===== src/rtl/lcd_pkg.sv =====
// Shared definitions for the HD44780 4-bit text driver: FSM encodings,
// command bytes and character/table lookup helpers.
package lcd_pkg;

  typedef enum logic [2:0] {
    ST_PWRUP,
    ST_INIT,
    ST_CFG,
    ST_IDLE,
    ST_ADDR1,
    ST_LINE1,
    ST_ADDR2,
    ST_LINE2
  } lcd_state_t;

  typedef enum logic [2:0] {
    NW_IDLE,
    NW_SETUP,
    NW_HIGH,
    NW_HOLD,
    NW_POST
  } nw_phase_t;

  localparam logic [7:0] CMD_FUNC_SET = 8'h28;
  localparam logic [7:0] CMD_DISP_ON  = 8'h0C;
  localparam logic [7:0] CMD_ENTRY    = 8'h06;
  localparam logic [7:0] CMD_CLEAR    = 8'h01;
  localparam logic [7:0] CMD_LINE1    = 8'h80;
  localparam logic [7:0] CMD_LINE2    = 8'hC0;

  localparam logic [3:0] INIT_NIB_8BIT = 4'h3;
  localparam logic [3:0] INIT_NIB_4BIT = 4'h2;

  // Char k lives at [255-8k -: 8]; its LSB is at 8*(31-k) = {~k, 3'b000}.
  function automatic logic [7:0] char_at(input logic [255:0] s, input logic [4:0] k);
    return s[{~k, 3'b000} +: 8];
  endfunction

  function automatic logic [7:0] cfg_byte(input logic [1:0] idx);
    case (idx)
      2'd0:    return CMD_FUNC_SET;
      2'd1:    return CMD_DISP_ON;
      2'd2:    return CMD_ENTRY;
      default: return CMD_CLEAR;
    endcase
  endfunction

  function automatic int unsigned max2(input int unsigned a, input int unsigned b);
    return (a > b) ? a : b;
  endfunction

endpackage


===== src/rtl/lcd_nibble_writer.sv =====
// Emits one LCD nibble: setup, enable pulse and hold of T_E cycles each,
// then a caller-chosen post-delay; done pulses once the delay has elapsed.
module lcd_nibble_writer
  import lcd_pkg::*;
#(
  parameter int unsigned T_E = 12,
  parameter int unsigned DW  = 20
) (
  input  logic          clk,
  input  logic          rst,
  input  logic          start,
  input  logic          rs,
  input  logic [3:0]    nib,
  input  logic [DW-1:0] post_delay,
  output logic          lcde,
  output logic          lcdrs,
  output logic [3:0]    lcddat,
  output logic          done
);

  nw_phase_t     phase, phase_nxt;
  logic [DW-1:0] cnt;
  logic [DW-1:0] post_q;
  logic          phase_end;

  always_comb begin
    phase_end = 1'b0;
    phase_nxt = phase;
    case (phase)
      NW_SETUP, NW_HIGH, NW_HOLD: phase_end = (cnt == DW'(T_E - 1));
      NW_POST:                    phase_end = (({1'b0, cnt} + 1'b1) >= {1'b0, post_q});
      default:                    phase_end = 1'b0;
    endcase
    case (phase)
      NW_IDLE:  if (start)     phase_nxt = NW_SETUP;
      NW_SETUP: if (phase_end) phase_nxt = NW_HIGH;
      NW_HIGH:  if (phase_end) phase_nxt = NW_HOLD;
      NW_HOLD:  if (phase_end) phase_nxt = NW_POST;
      NW_POST:  if (phase_end) phase_nxt = NW_IDLE;
      default:                 phase_nxt = NW_IDLE;
    endcase
  end

  // RS/DAT are latched only on start, so they stay put through hold and post-delay.
  always_ff @(posedge clk or posedge rst) begin
    if (rst) begin
      phase  <= NW_IDLE;
      cnt    <= '0;
      post_q <= '0;
      lcde   <= 1'b0;
      lcdrs  <= 1'b0;
      lcddat <= '0;
      done   <= 1'b0;
    end else begin
      phase <= phase_nxt;
      done  <= (phase == NW_POST) && phase_end;
      lcde  <= (phase_nxt == NW_HIGH);
      cnt   <= ((phase_nxt != phase) || (phase == NW_IDLE)) ? '0 : cnt + DW'(1);
      if ((phase == NW_IDLE) && start) begin
        lcdrs  <= rs;
        lcddat <= nib;
        post_q <= post_delay;
      end
    end
  end

endmodule


===== src/rtl/lcd_text_driver.sv =====
// HD44780 4-bit write-only driver: power-on init, then refreshes both
// 16-char lines from a snapshot of strdata on each cls request.
module lcd_text_driver
  import lcd_pkg::*;
#(
  parameter int unsigned T_PWRUP = 750000,
  parameter int unsigned T_INIT1 = 205000,
  parameter int unsigned T_INIT2 = 5000,
  parameter int unsigned T_CMD   = 2000,
  parameter int unsigned T_CLR   = 82000,
  parameter int unsigned T_E     = 12
) (
  input  logic         clk,
  input  logic         rst,
  input  logic         cls,
  input  logic [255:0] strdata,
  output logic         busy,
  output logic         LCDE,
  output logic         LCDRS,
  output logic         LCDRW,
  output logic [3:0]   LCDDAT
);

  localparam int unsigned T_MAX = max2(max2(max2(T_PWRUP, T_INIT1), max2(T_INIT2, T_CMD)),
                                       max2(T_CLR, T_E));
  localparam int unsigned DW    = (T_MAX > 1) ? $clog2(T_MAX + 1) : 1;

  lcd_state_t    state, state_nxt;
  logic [DW-1:0] dly_cnt;
  logic [1:0]    step;
  logic          half;
  logic [4:0]    chr_cnt;
  logic [255:0]  snap;
  logic          pending;
  logic          issued;

  logic          nw_start, nw_rs, nw_done;
  logic [3:0]    nw_nib;
  logic [DW-1:0] nw_post;
  logic [7:0]    cur_byte;
  logic          unit_done;
  logic          writing;
  logic          refresh_go;

  assign writing  = (state != ST_PWRUP) && (state != ST_IDLE);
  assign nw_start = writing && !issued;
  assign busy     = (state != ST_IDLE);
  assign LCDRW    = 1'b0;

  always_comb begin
    cur_byte  = '0;
    nw_rs     = 1'b0;
    nw_nib    = '0;
    nw_post   = DW'(T_E);
    unit_done = nw_done && ((state == ST_INIT) || half);
    state_nxt = state;

    case (state)
      ST_CFG:             cur_byte = cfg_byte(step);
      ST_ADDR1:           cur_byte = CMD_LINE1;
      ST_ADDR2:           cur_byte = CMD_LINE2;
      ST_LINE1, ST_LINE2: begin
        cur_byte = char_at(snap, chr_cnt);
        nw_rs    = 1'b1;
      end
      default:            cur_byte = '0;
    endcase

    // INIT sends lone nibbles; every other writing state sends high/low pairs.
    if (state == ST_INIT) begin
      nw_nib = (step == 2'd3) ? INIT_NIB_4BIT : INIT_NIB_8BIT;
      case (step)
        2'd0:    nw_post = DW'(T_INIT1);
        2'd3:    nw_post = DW'(T_CMD);
        default: nw_post = DW'(T_INIT2);
      endcase
    end else begin
      nw_nib = half ? cur_byte[3:0] : cur_byte[7:4];
      if (half)
        nw_post = ((state == ST_CFG) && (step == 2'd3)) ? DW'(T_CLR) : DW'(T_CMD);
    end

    case (state)
      ST_PWRUP: if (dly_cnt == DW'(T_PWRUP - 1))            state_nxt = ST_INIT;
      ST_INIT:  if (unit_done && (step == 2'd3))            state_nxt = ST_CFG;
      ST_CFG:   if (unit_done && (step == 2'd3))            state_nxt = ST_ADDR1;
      ST_IDLE:  if (cls || pending)                         state_nxt = ST_ADDR1;
      ST_ADDR1: if (unit_done)                              state_nxt = ST_LINE1;
      ST_LINE1: if (unit_done && (chr_cnt == 5'd15))        state_nxt = ST_ADDR2;
      ST_ADDR2: if (unit_done)                              state_nxt = ST_LINE2;
      ST_LINE2: if (unit_done && (chr_cnt == 5'd31))        state_nxt = ST_IDLE;
      default:                                              state_nxt = ST_PWRUP;
    endcase
  end

  assign refresh_go = (state_nxt == ST_ADDR1) && (state != ST_ADDR1);

  always_ff @(posedge clk or posedge rst) begin
    if (rst) begin
      state   <= ST_PWRUP;
      dly_cnt <= '0;
      step    <= '0;
      half    <= 1'b0;
      chr_cnt <= '0;
      snap    <= '0;
      pending <= 1'b0;
      issued  <= 1'b0;
    end else begin
      state   <= state_nxt;
      dly_cnt <= (state == ST_PWRUP) ? dly_cnt + DW'(1) : '0;

      if (nw_start)     issued <= 1'b1;
      else if (nw_done) issued <= 1'b0;

      if (nw_done && (state != ST_INIT)) half <= ~half;

      if (state_nxt != state) step <= '0;
      else if (unit_done)     step <= step + 2'd1;

      // LINE1 ends at 15, so the increment carries the counter straight to 16.
      if (refresh_go)
        chr_cnt <= '0;
      else if (unit_done && ((state == ST_LINE1) ||
                             ((state == ST_LINE2) && (chr_cnt != 5'd31))))
        chr_cnt <= chr_cnt + 5'd1;

      if (refresh_go) snap <= strdata;

      if ((state == ST_IDLE) && refresh_go) pending <= 1'b0;
      else if (cls && (state != ST_IDLE))   pending <= 1'b1;
    end
  end

  lcd_nibble_writer #(
    .T_E (T_E),
    .DW  (DW)
  ) u_nibble (
    .clk        (clk),
    .rst        (rst),
    .start      (nw_start),
    .rs         (nw_rs),
    .nib        (nw_nib),
    .post_delay (nw_post),
    .lcde       (LCDE),
    .lcdrs      (LCDRS),
    .lcddat     (LCDDAT),
    .done       (nw_done)
  );

endmodule

===== config.mk =====
export PLATFORM = sky130hd
export DESIGN_NAME = lcd_text_driver
export DESIGN_NICKNAME = d
export VERILOG_FILES = /design/src/rtl/lcd_pkg.sv /design/src/rtl/lcd_nibble_writer.sv /design/src/rtl/lcd_text_driver.sv
export SDC_FILE = /design/constraint.sdc
export NUM_CORES = 1
export LEC_CHECK = 0
export CAP_MARGIN = 20
export CORE_AREA = 2 2 184 186
export CTS_CLUSTER_DIAMETER = 100
export DETAILED_ROUTE_END_ITERATION = 6
export DIE_AREA = 0 0 186 188
export MAX_ROUTING_LAYER = met4
export PLACE_DENSITY = 0.77
export SKIP_LAST_GASP = 1
export SYNTH_ARGS = -nofsm -noshare
export SYNTH_HDL_FRONTEND = slang
export SYNTH_SLANG_ARGS = --single-unit

===== constraint.sdc =====
create_clock -name clk -period 10.5 [get_ports clk]
set_input_delay 2.1 -clock clk [delete_from_list [all_inputs] [get_ports clk]]
set_output_delay 2.1 -clock clk [all_outputs]
set_load 0.1 [all_outputs]

==> flow_summary.toml, run 1 <==
[clock_tree]
htreeDepth = 2
clockRootBuffer = "sky130_fd_sc_hd__clkbuf_16"
ctsResizeCount = 0
tritoncts_clock_tree = "yes"
cts_buffers = 37
ctsHoldBuffers = 0
worst_skew_pair.late_latency_ns = 0.53
path_clk_slew_ns = 0.06
total_setup_buffers_inserted_after_cts = 0
clk_path_buf_depth = 3
number_of_clock_sinks_seen_by_cts = 330

[global_route]
vias_in_the_first_global_route = 11320
grt_overflow = 0
grt_max_degree = 210
global_route.usage.total_pct = 24.00
grt_first_pass_wirelength_um = 62390
grt_antenna_before_repair = 14

[synth]
synth_enable_flop_cells = 0
synth_warnings = 0
synth_mux_area_share_pct = 28.20
synth-async-reset-ratio_pct = 100.0
synth_cell_types = 74
ys_seq_elements = 330
synthesis.nets = 1463
seq_area_frac_synth_pct = 51.57
synth.avg_cell_area_sq_um = 13.58
synthAdderAreaFrac_pct = 1.953
dominantRegCellSynth = "sky130_fd_sc_hd__dfrtp_1"
synth-compound-area-share_pct = 5.758
synthesized_netlist_cell_count = 1179
dominant_combinational_cell_family_by_area_after_synthesis = "multiplexers"
synthSimpleGateAreaFrac_pct = 7.266
post_synth_xor_area_fraction_pct = 2.133
netlist_area_before_placement_sq_um = 16010

[floorplanning]
pin_count = 267
area_enclosed_by_the_die_boundary_sq_um = 34970
initial_utilization_pct = 48.36
die_w_um = 186
fp-row-count = 67
die_h_um = 188
core-area_sq_um = 33110

[worst_setup_path]
worstSetupPathDepth = 2
critical-path-slowest-cell = "sky130_fd_sc_hd__clkdlybuf4s50_1"
timing.setup.critical_path_class = "register to output port"
cp_delay_by_family_top = "buffers and inverters"
cp_cell_sequence = "or2_2 > clkdlybuf4s50_1"
worstPathArrival_ns = 2.82
end_kind = "output port"
cp.buffers_inverters = 1
cp_data_required_time_ns = 8.40
crit_path_start_kind = "register"
worst_path_largest_cell_delay_ns = 1.16
ff2ff_path_depth = 7
crit_fanout = 25

[routing]
wire_per_inst_um = 20.81
drcViolationCount = 0
routed_wirelength_um = 39870
via_count = 10710
ant_nets = 0
route.detailed.vias_per_inst = 5.589
drtIter0Drc = 603
drt_pass1_iterations = 5

[hold_path]
hold-path-cell-count = 1
worstHoldPathType = "register to register"

[sta]
rsz0062_at_grt = "false"
max-slew-margin-rel_pct = 14.27
final_period_minus_worst_setup_slack_ns = 4.925
timing_hold_violations_final = 0
max_freq_ghz = 0.2031
tightestPinTransition_ns = 1.286
fin_tns_setup_ns = 0
timing.final.crit_share_pct = 46.90
setup_viol = 0
clock_skew_ns = 0.02613
finalMaxSlewViolations = 0

[placement]
port_buffers = 265
placedInstanceArea_sq_um = 18960
place.detailed.hpwl_um = 28200
gp_congestion = 0.8941

[final_layout]
finalInstanceArea_sq_um = 20230
synthToLayoutAreaGrowth_pct = 26.31
register_area_sq_um = 8263
multiInputGateArea_sq_um = 7273
num-nets-final = 1710
final.fill_count = 2573
drive_above_1_share_pct = 28.63

[run_status]
status = "complete, no violations"

[power]
vdd_ir_drop_max_mv = 0.1394
power_leakage_uw = 0.008001
power.density_nw_per_um2 = 141.3

[flow_run]
cap_violations = 0
-- worst reg2reg max path, stage by stage (launching register included) --
cell and delay [ns]:
sky130_fd_sc_hd__dfrtp_1 0.77, sky130_fd_sc_hd__nor3b_1 0.26, sky130_fd_sc_hd__buf_4 0.21, sky130_fd_sc_hd__o21ai_1 0.25, sky130_fd_sc_hd__o22ai_4 0.19, sky130_fd_sc_hd__buf_4 0.58, sky130_fd_sc_hd__buf_12 0.70, sky130_fd_sc_hd__mux2_2 0.82
-- cells in the mapped netlist, drive strengths merged (5+ instances only) --
cell type	instances	share of area (%)
dfrtp	330	52
mux2	263	18
mux4	57	8.1
nor2	53	1.2
buf	51	2.2
nand2	39	0.91
a21oi	32	1.0
nand3	28	0.91
mux2i	26	1.6
ha	25	2.0
inv	20	0.47
o21ai	20	0.65
xnor2	20	1.1
clkbuf	19	0.45
xor2	19	1.0
a21boi	14	0.75
nor3	14	0.44
nor4	13	0.70
a22oi	11	0.52
nand4	11	0.62
a211oi	10	0.47
and3	10	0.40
nor2b	10	0.39
o221ai	9	0.49
and2	7	0.27
nand2b	7	0.27
a31oi	5	0.20
nor3b	5	0.23
o22ai	5	0.20
-- cells in the final DEF (no fill, tap or decap), types with 10 or more instances in the layout --
cell type                         count
sky130_fd_sc_hd__dfrtp_1            328
sky130_fd_sc_hd__clkdlybuf4s50_1    265
sky130_fd_sc_hd__mux2_2             263
sky130_fd_sc_hd__mux4_2              54
sky130_fd_sc_hd__nor2_1              53
sky130_fd_sc_hd__nand2_1             39
sky130_fd_sc_hd__clkbuf_16           38
sky130_fd_sc_hd__a21oi_1             32
sky130_fd_sc_hd__nand3_1             27
sky130_fd_sc_hd__mux2i_1             26
sky130_fd_sc_hd__ha_1                25
sky130_fd_sc_hd__xnor2_1             20
sky130_fd_sc_hd__inv_1               19
sky130_fd_sc_hd__xor2_1              19
sky130_fd_sc_hd__o21ai_0             18
sky130_fd_sc_hd__diode_2             15
sky130_fd_sc_hd__nor3_1              14
sky130_fd_sc_hd__clkinv_2            13
sky130_fd_sc_hd__nor4_1              11
sky130_fd_sc_hd__a22oi_1             11
sky130_fd_sc_hd__nor2b_1             10
sky130_fd_sc_hd__a211oi_1            10
sky130_fd_sc_hd__a21boi_0            10
sky130_fd_sc_hd__buf_4               10
-- stage by stage --
step | setup slack, ns | hold WS (ns) | utilization, % | instances | power, uW
after CTS | 5.606 | 0.4788 | 60.95 | 1900 | 2888
after global placement | 5.511 | 0.4624 | 57.26 | 1834 | 1574
final | 5.575 | 0.4773 | 61.09 | 1916 | 2858
after detailed placement | 5.472 | 0.4677 | 57.26 | 1834 | 1583
after floorplan | 3.993 | 0.4480 | - | 1179 | 1452
after global routing | 5.440 | 0.4939 | 61.08 | 1915 | 2960
-- report_power, final --
part           internal (uW)  total, uW  leakage [uW]  switching (uW)
logic                    139        209       0.00344            69.7
clock network            764       1300      0.000613             535
registers               1320       1350       0.00395            27.0
-- registers in the layout (all words and copies together), names as in the netlist, 3 cells and up --
name	flops
chr_cnt	5
dly_cnt	20
snap	256
state	3
u_nibble.cnt	20
u_nibble.lcddat	4
u_nibble.phase	3
u_nibble.post_q	11
-- routing by layer --
metal / global-route usage [%] / up-vias / part of all wire (%)
li1: - / 4876 / -
met1: 29.14 / 5417 / 40
met2: 37.09 / 321 / 49
met3: 7.302 / 94 / 7.3
met4: 10.42 / 0 / 4.2
met5: - / - / 0
-- worst paths after layout --
check                                          startpoint                             end  slack, ns
min                        u_nibble.post_q[6]$_DFFE_PP0P_  u_nibble.post_q[6]$_DFFE_PP0P_       0.48
max in group asynchronous                             rst            snap[94]$_DFFE_PP0P_       6.84
min reg2reg                u_nibble.post_q[6]$_DFFE_PP0P_  u_nibble.post_q[6]$_DFFE_PP0P_       0.48
max                                    state[2]$_DFF_PP0_                            busy       5.58
max reg2reg                            state[0]$_DFF_PP0_            snap[94]$_DFFE_PP0P_       6.60
min in group asynchronous                             rst           snap[215]$_DFFE_PP0P_       2.19
-- layout make-up --
type                            count  area share, %
Tap cell                          448          2.771
Antenna cell                       15         0.1856
Multi-Input combinational cell    758          35.96
Timing Repair Buffer              278          13.78
Clock buffer                       45          4.979
Sequential cell                   330          40.85
Clock inverter                     21          1.070
Inverter                           21         0.4082
-- cell families after synthesis --
logic type	Yosys count
other	1
AO/OA/AOI/OAI	132
adder cells (fa/ha/maj)	25
multiplexers	346
AND/OR/NAND/NOR	215
XOR/XNOR	39
flip-flops	330
buffers and inverters	91
Power figures use the tool's default switching activity.
==> run 2: changes to the inputs <==
--- a/config.mk
+++ b/config.mk
@@ -6,12 +6,12 @@
 export NUM_CORES = 1
 export LEC_CHECK = 0
 export CAP_MARGIN = 20
-export CORE_AREA = 2 2 184 186
+export CORE_AREA = 2 2 176 178
 export CTS_CLUSTER_DIAMETER = 100
 export DETAILED_ROUTE_END_ITERATION = 6
-export DIE_AREA = 0 0 186 188
+export DIE_AREA = 0 0 178 180
 export MAX_ROUTING_LAYER = met4
-export PLACE_DENSITY = 0.77
+export PLACE_DENSITY = 0.8
 export SKIP_LAST_GASP = 1
 export SYNTH_ARGS = -nofsm -noshare
 export SYNTH_HDL_FRONTEND = slang
==> constraint.sdc (replaced) <==
create_clock -name clk -period 4.6 [get_ports clk]
set_input_delay 0.92 -clock clk [delete_from_list [all_inputs] [get_ports clk]]
set_output_delay 0.92 -clock clk [all_outputs]
set_load 0.1 [all_outputs]
==> run 2 against run 1 <==
Cell count fell by 2.4%. Die area shrank 8.4%. Wire length rose by 1.4%. Sequential power rose by 130%. Largest cell class unchanged. Worst hold slack hardly changed. Clock skew is 0.0042 ns lower.
==> flow_summary.toml, run 2 (synthesis results as in run 1) <==
[sta]
finalMaxSlewViolations = 0
setup_viol = 0
rsz0062_at_grt = "false"
max_freq_ghz = 0.2675
final_period_minus_worst_setup_slack_ns = 3.738
clock_skew_ns = 0.02197
fin_tns_setup_ns = 0
tightestPinTransition_ns = 1.081
max-slew-margin-rel_pct = 27.71
timing_hold_violations_final = 0
timing.final.crit_share_pct = 81.26

[clock_tree]
number_of_clock_sinks_seen_by_cts = 330
ctsResizeCount = 0
tritoncts_clock_tree = "yes"
cts_buffers = 37
path_clk_slew_ns = 0.06
htreeDepth = 2
clk_path_buf_depth = 3
ctsHoldBuffers = 0
worst_skew_pair.late_latency_ns = 0.53
clockRootBuffer = "sky130_fd_sc_hd__clkbuf_16"
total_setup_buffers_inserted_after_cts = 0

[final_layout]
most-common-layout-cells = "328 x sky130_fd_sc_hd__dfrtp_1, 265 x sky130_fd_sc_hd__clkdlybuf4s50_1, 263 x sky130_fd_sc_hd__mux2_2, 54 x sky130_fd_sc_hd__mux4_2, 53 x sky130_fd_sc_hd__nor2_1"
synthToLayoutAreaGrowth_pct = 27.10
largest-register = "snap"
num-nets-final = 1719
drive_above_1_share_pct = 29.12
reg_top3 = "snap: 256 flops, dly_cnt: 20 flops, u_nibble.cnt: 20 flops"
final_cells = 1870
final.fill_count = 2065
commonest_non_fill_non_tap_cell_in_the_layout = "sky130_fd_sc_hd__dfrtp_1"
largest_reg_flops = 256

[power]
vdd_ir_drop_max_mv = 0.2916
seq_power_share_pct = 46.4
intPower_uw = 5212
p_sw_uw = 1431
power_leakage_uw = 0.008089
combinational_group_share_of_total_power_pct = 7.4
switching_share_pct = 21.54
pwr-share-clk_pct = 46.3
power.density_nw_per_um2 = 326.4

[routing]
via_count = 10840
route.detailed.vias_per_inst = 5.798
wire_per_inst_um = 21.62
drt_pass1_iterations = 7
routed_wirelength_um = 40430
drtIter0Drc = 606
ant_nets = 0
drcViolationCount = 0

[floorplanning]
core-area_sq_um = 30190
fp-row-count = 64
die_h_um = 180
initial_utilization_pct = 53.05
area_enclosed_by_the_die_boundary_sq_um = 32040
die_w_um = 178
pin_count = 267

[worst_setup_path]
cp_data_required_time_ns = 3.68
cp_cell_sequence = "nand2_1 > or2_2 > clkdlybuf4s50_1"
crit_fanout = 23
cp.buffers_inverters = 1
timing.setup.critical_path_class = "register to output port"
critical-path-slowest-cell = "sky130_fd_sc_hd__clkdlybuf4s50_1"
worstPathArrival_ns = 2.82
worst_path_largest_cell_delay_ns = 0.99
end_kind = "output port"
cp_delay_by_family_top = "buffers and inverters"
crit_path_start_kind = "register"

[placement]
gp_congestion = 0.9277
place_inst = 1792
place.detailed.hpwl_um = 29240
port_buffers = 265

[hold_path]
worstHoldPathType = "register to register"

[global_route]
grt_first_pass_wirelength_um = 63980
grt_overflow = 0
global_route.usage.total_pct = 26.70
vias_in_the_first_global_route = 11500
grt_antenna_before_repair = 10
grt_max_degree = 107

[flow_run]
cap_violations = 0

[run_status]
status = "complete, no violations"
==> run 2: changes by cell type in the layout (fill, tap and decap cells not counted), sizes merged <==
cell      before  now
buf           13   22
bufinv         3    4
clkbuf        45   49
clkinv        17   11
clkinvlp       2    3
diode         15   11
inv           20   21
==> run 2: layout make-up <==
| type | instances | area (sq um) | share of cell area, % |
|---|---|---|---|
| Timing Repair Buffer | 287 | 2918 | 14.34 |
| Antenna cell | 11 | 27.53 | 0.1352 |
| Tap cell | 396 | 495.5 | 2.434 |
| Multi-Input combinational cell | 758 | 7273 | 35.73 |
| Clock buffer | 49 | 1062 | 5.219 |
| Sequential cell | 330 | 8263 | 40.60 |
| Clock inverter | 18 | 231.5 | 1.137 |
| Inverter | 21 | 82.58 | 0.4057 |
==> run 2: path summary, 6_finish.rpt <==
check                                                from                              to  slack, ns  cells after the start
max reg2reg                     u_nibble.cnt[0]$_DFF_PP0_       u_nibble.cnt[6]$_DFF_PP0_       1.04                     11
max                                    state[0]$_DFF_PP0_                            busy       0.86                      3
max in group asynchronous                             rst          chr_cnt[0]$_DFFE_PP0P_       2.67                      3
min                        u_nibble.post_q[6]$_DFFE_PP0P_  u_nibble.post_q[6]$_DFFE_PP0P_       0.48                      1
min in group asynchronous                             rst           snap[206]$_DFFE_PP0P_       0.90                      2
min reg2reg                u_nibble.post_q[6]$_DFFE_PP0P_  u_nibble.post_q[6]$_DFFE_PP0P_       0.48                      1
==> run 2: layer usage <==
| metal | vias up | share of wire [%] | GRT usage (%) |
|---|---|---|---|
| li1 | 4898 | - | - |
| met1 | 5530 | 39 | 32.47 |
| met2 | 334 | 51 | 43.10 |
| met3 | 80 | 7.1 | 7.149 |
| met4 | 0 | 3.3 | 9.148 |
| met5 | - | 0 | - |
==> run 2: per-stage QoR <==
| step | instance area (sq um) | util [%] | hold slack [ns] | power [uW] | setup slack, ns |
|---|---|---|---|---|---|
| 2_1_floorplan | 16020 | - | 0.4480 | 3313 | -0.7267 |
| 3_3_place_gp | 19030 | 63.04 | 0.4611 | 3602 | 1.237 |
| 3_5_place_dp | 19030 | 63.04 | 0.4664 | 3622 | 1.069 |
| 4_1_cts | 20330 | 67.33 | 0.4796 | 6696 | 0.8935 |
| 5_1_grt | 20350 | 67.42 | 0.5089 | 6879 | 0.7425 |
| 6_report | 20350 | 67.42 | 0.4770 | 6643 | 0.8619 |
==> run 2: worst register-to-register path, delay by kind of cell, from the launching register on <==
family / cells / cell delay (ns)
fa+ha+maj: 2 / 0.53
simple gates: 3 / 0.71
flops: 1 / 0.45
xor+xnor: 1 / 0.20
compound gates: 5 / 1.59
==> run 2: power groups by stage <==
stage                     logic (uW)  registers (uW)  clock network [uW]
after floorplan                  197            3120                   0
after global placement           479            3120                   0
after detailed placement         491            3130                   0
after CTS                        495            3080                3120
after global routing             526            3090                3260
final                            489            3080                3070
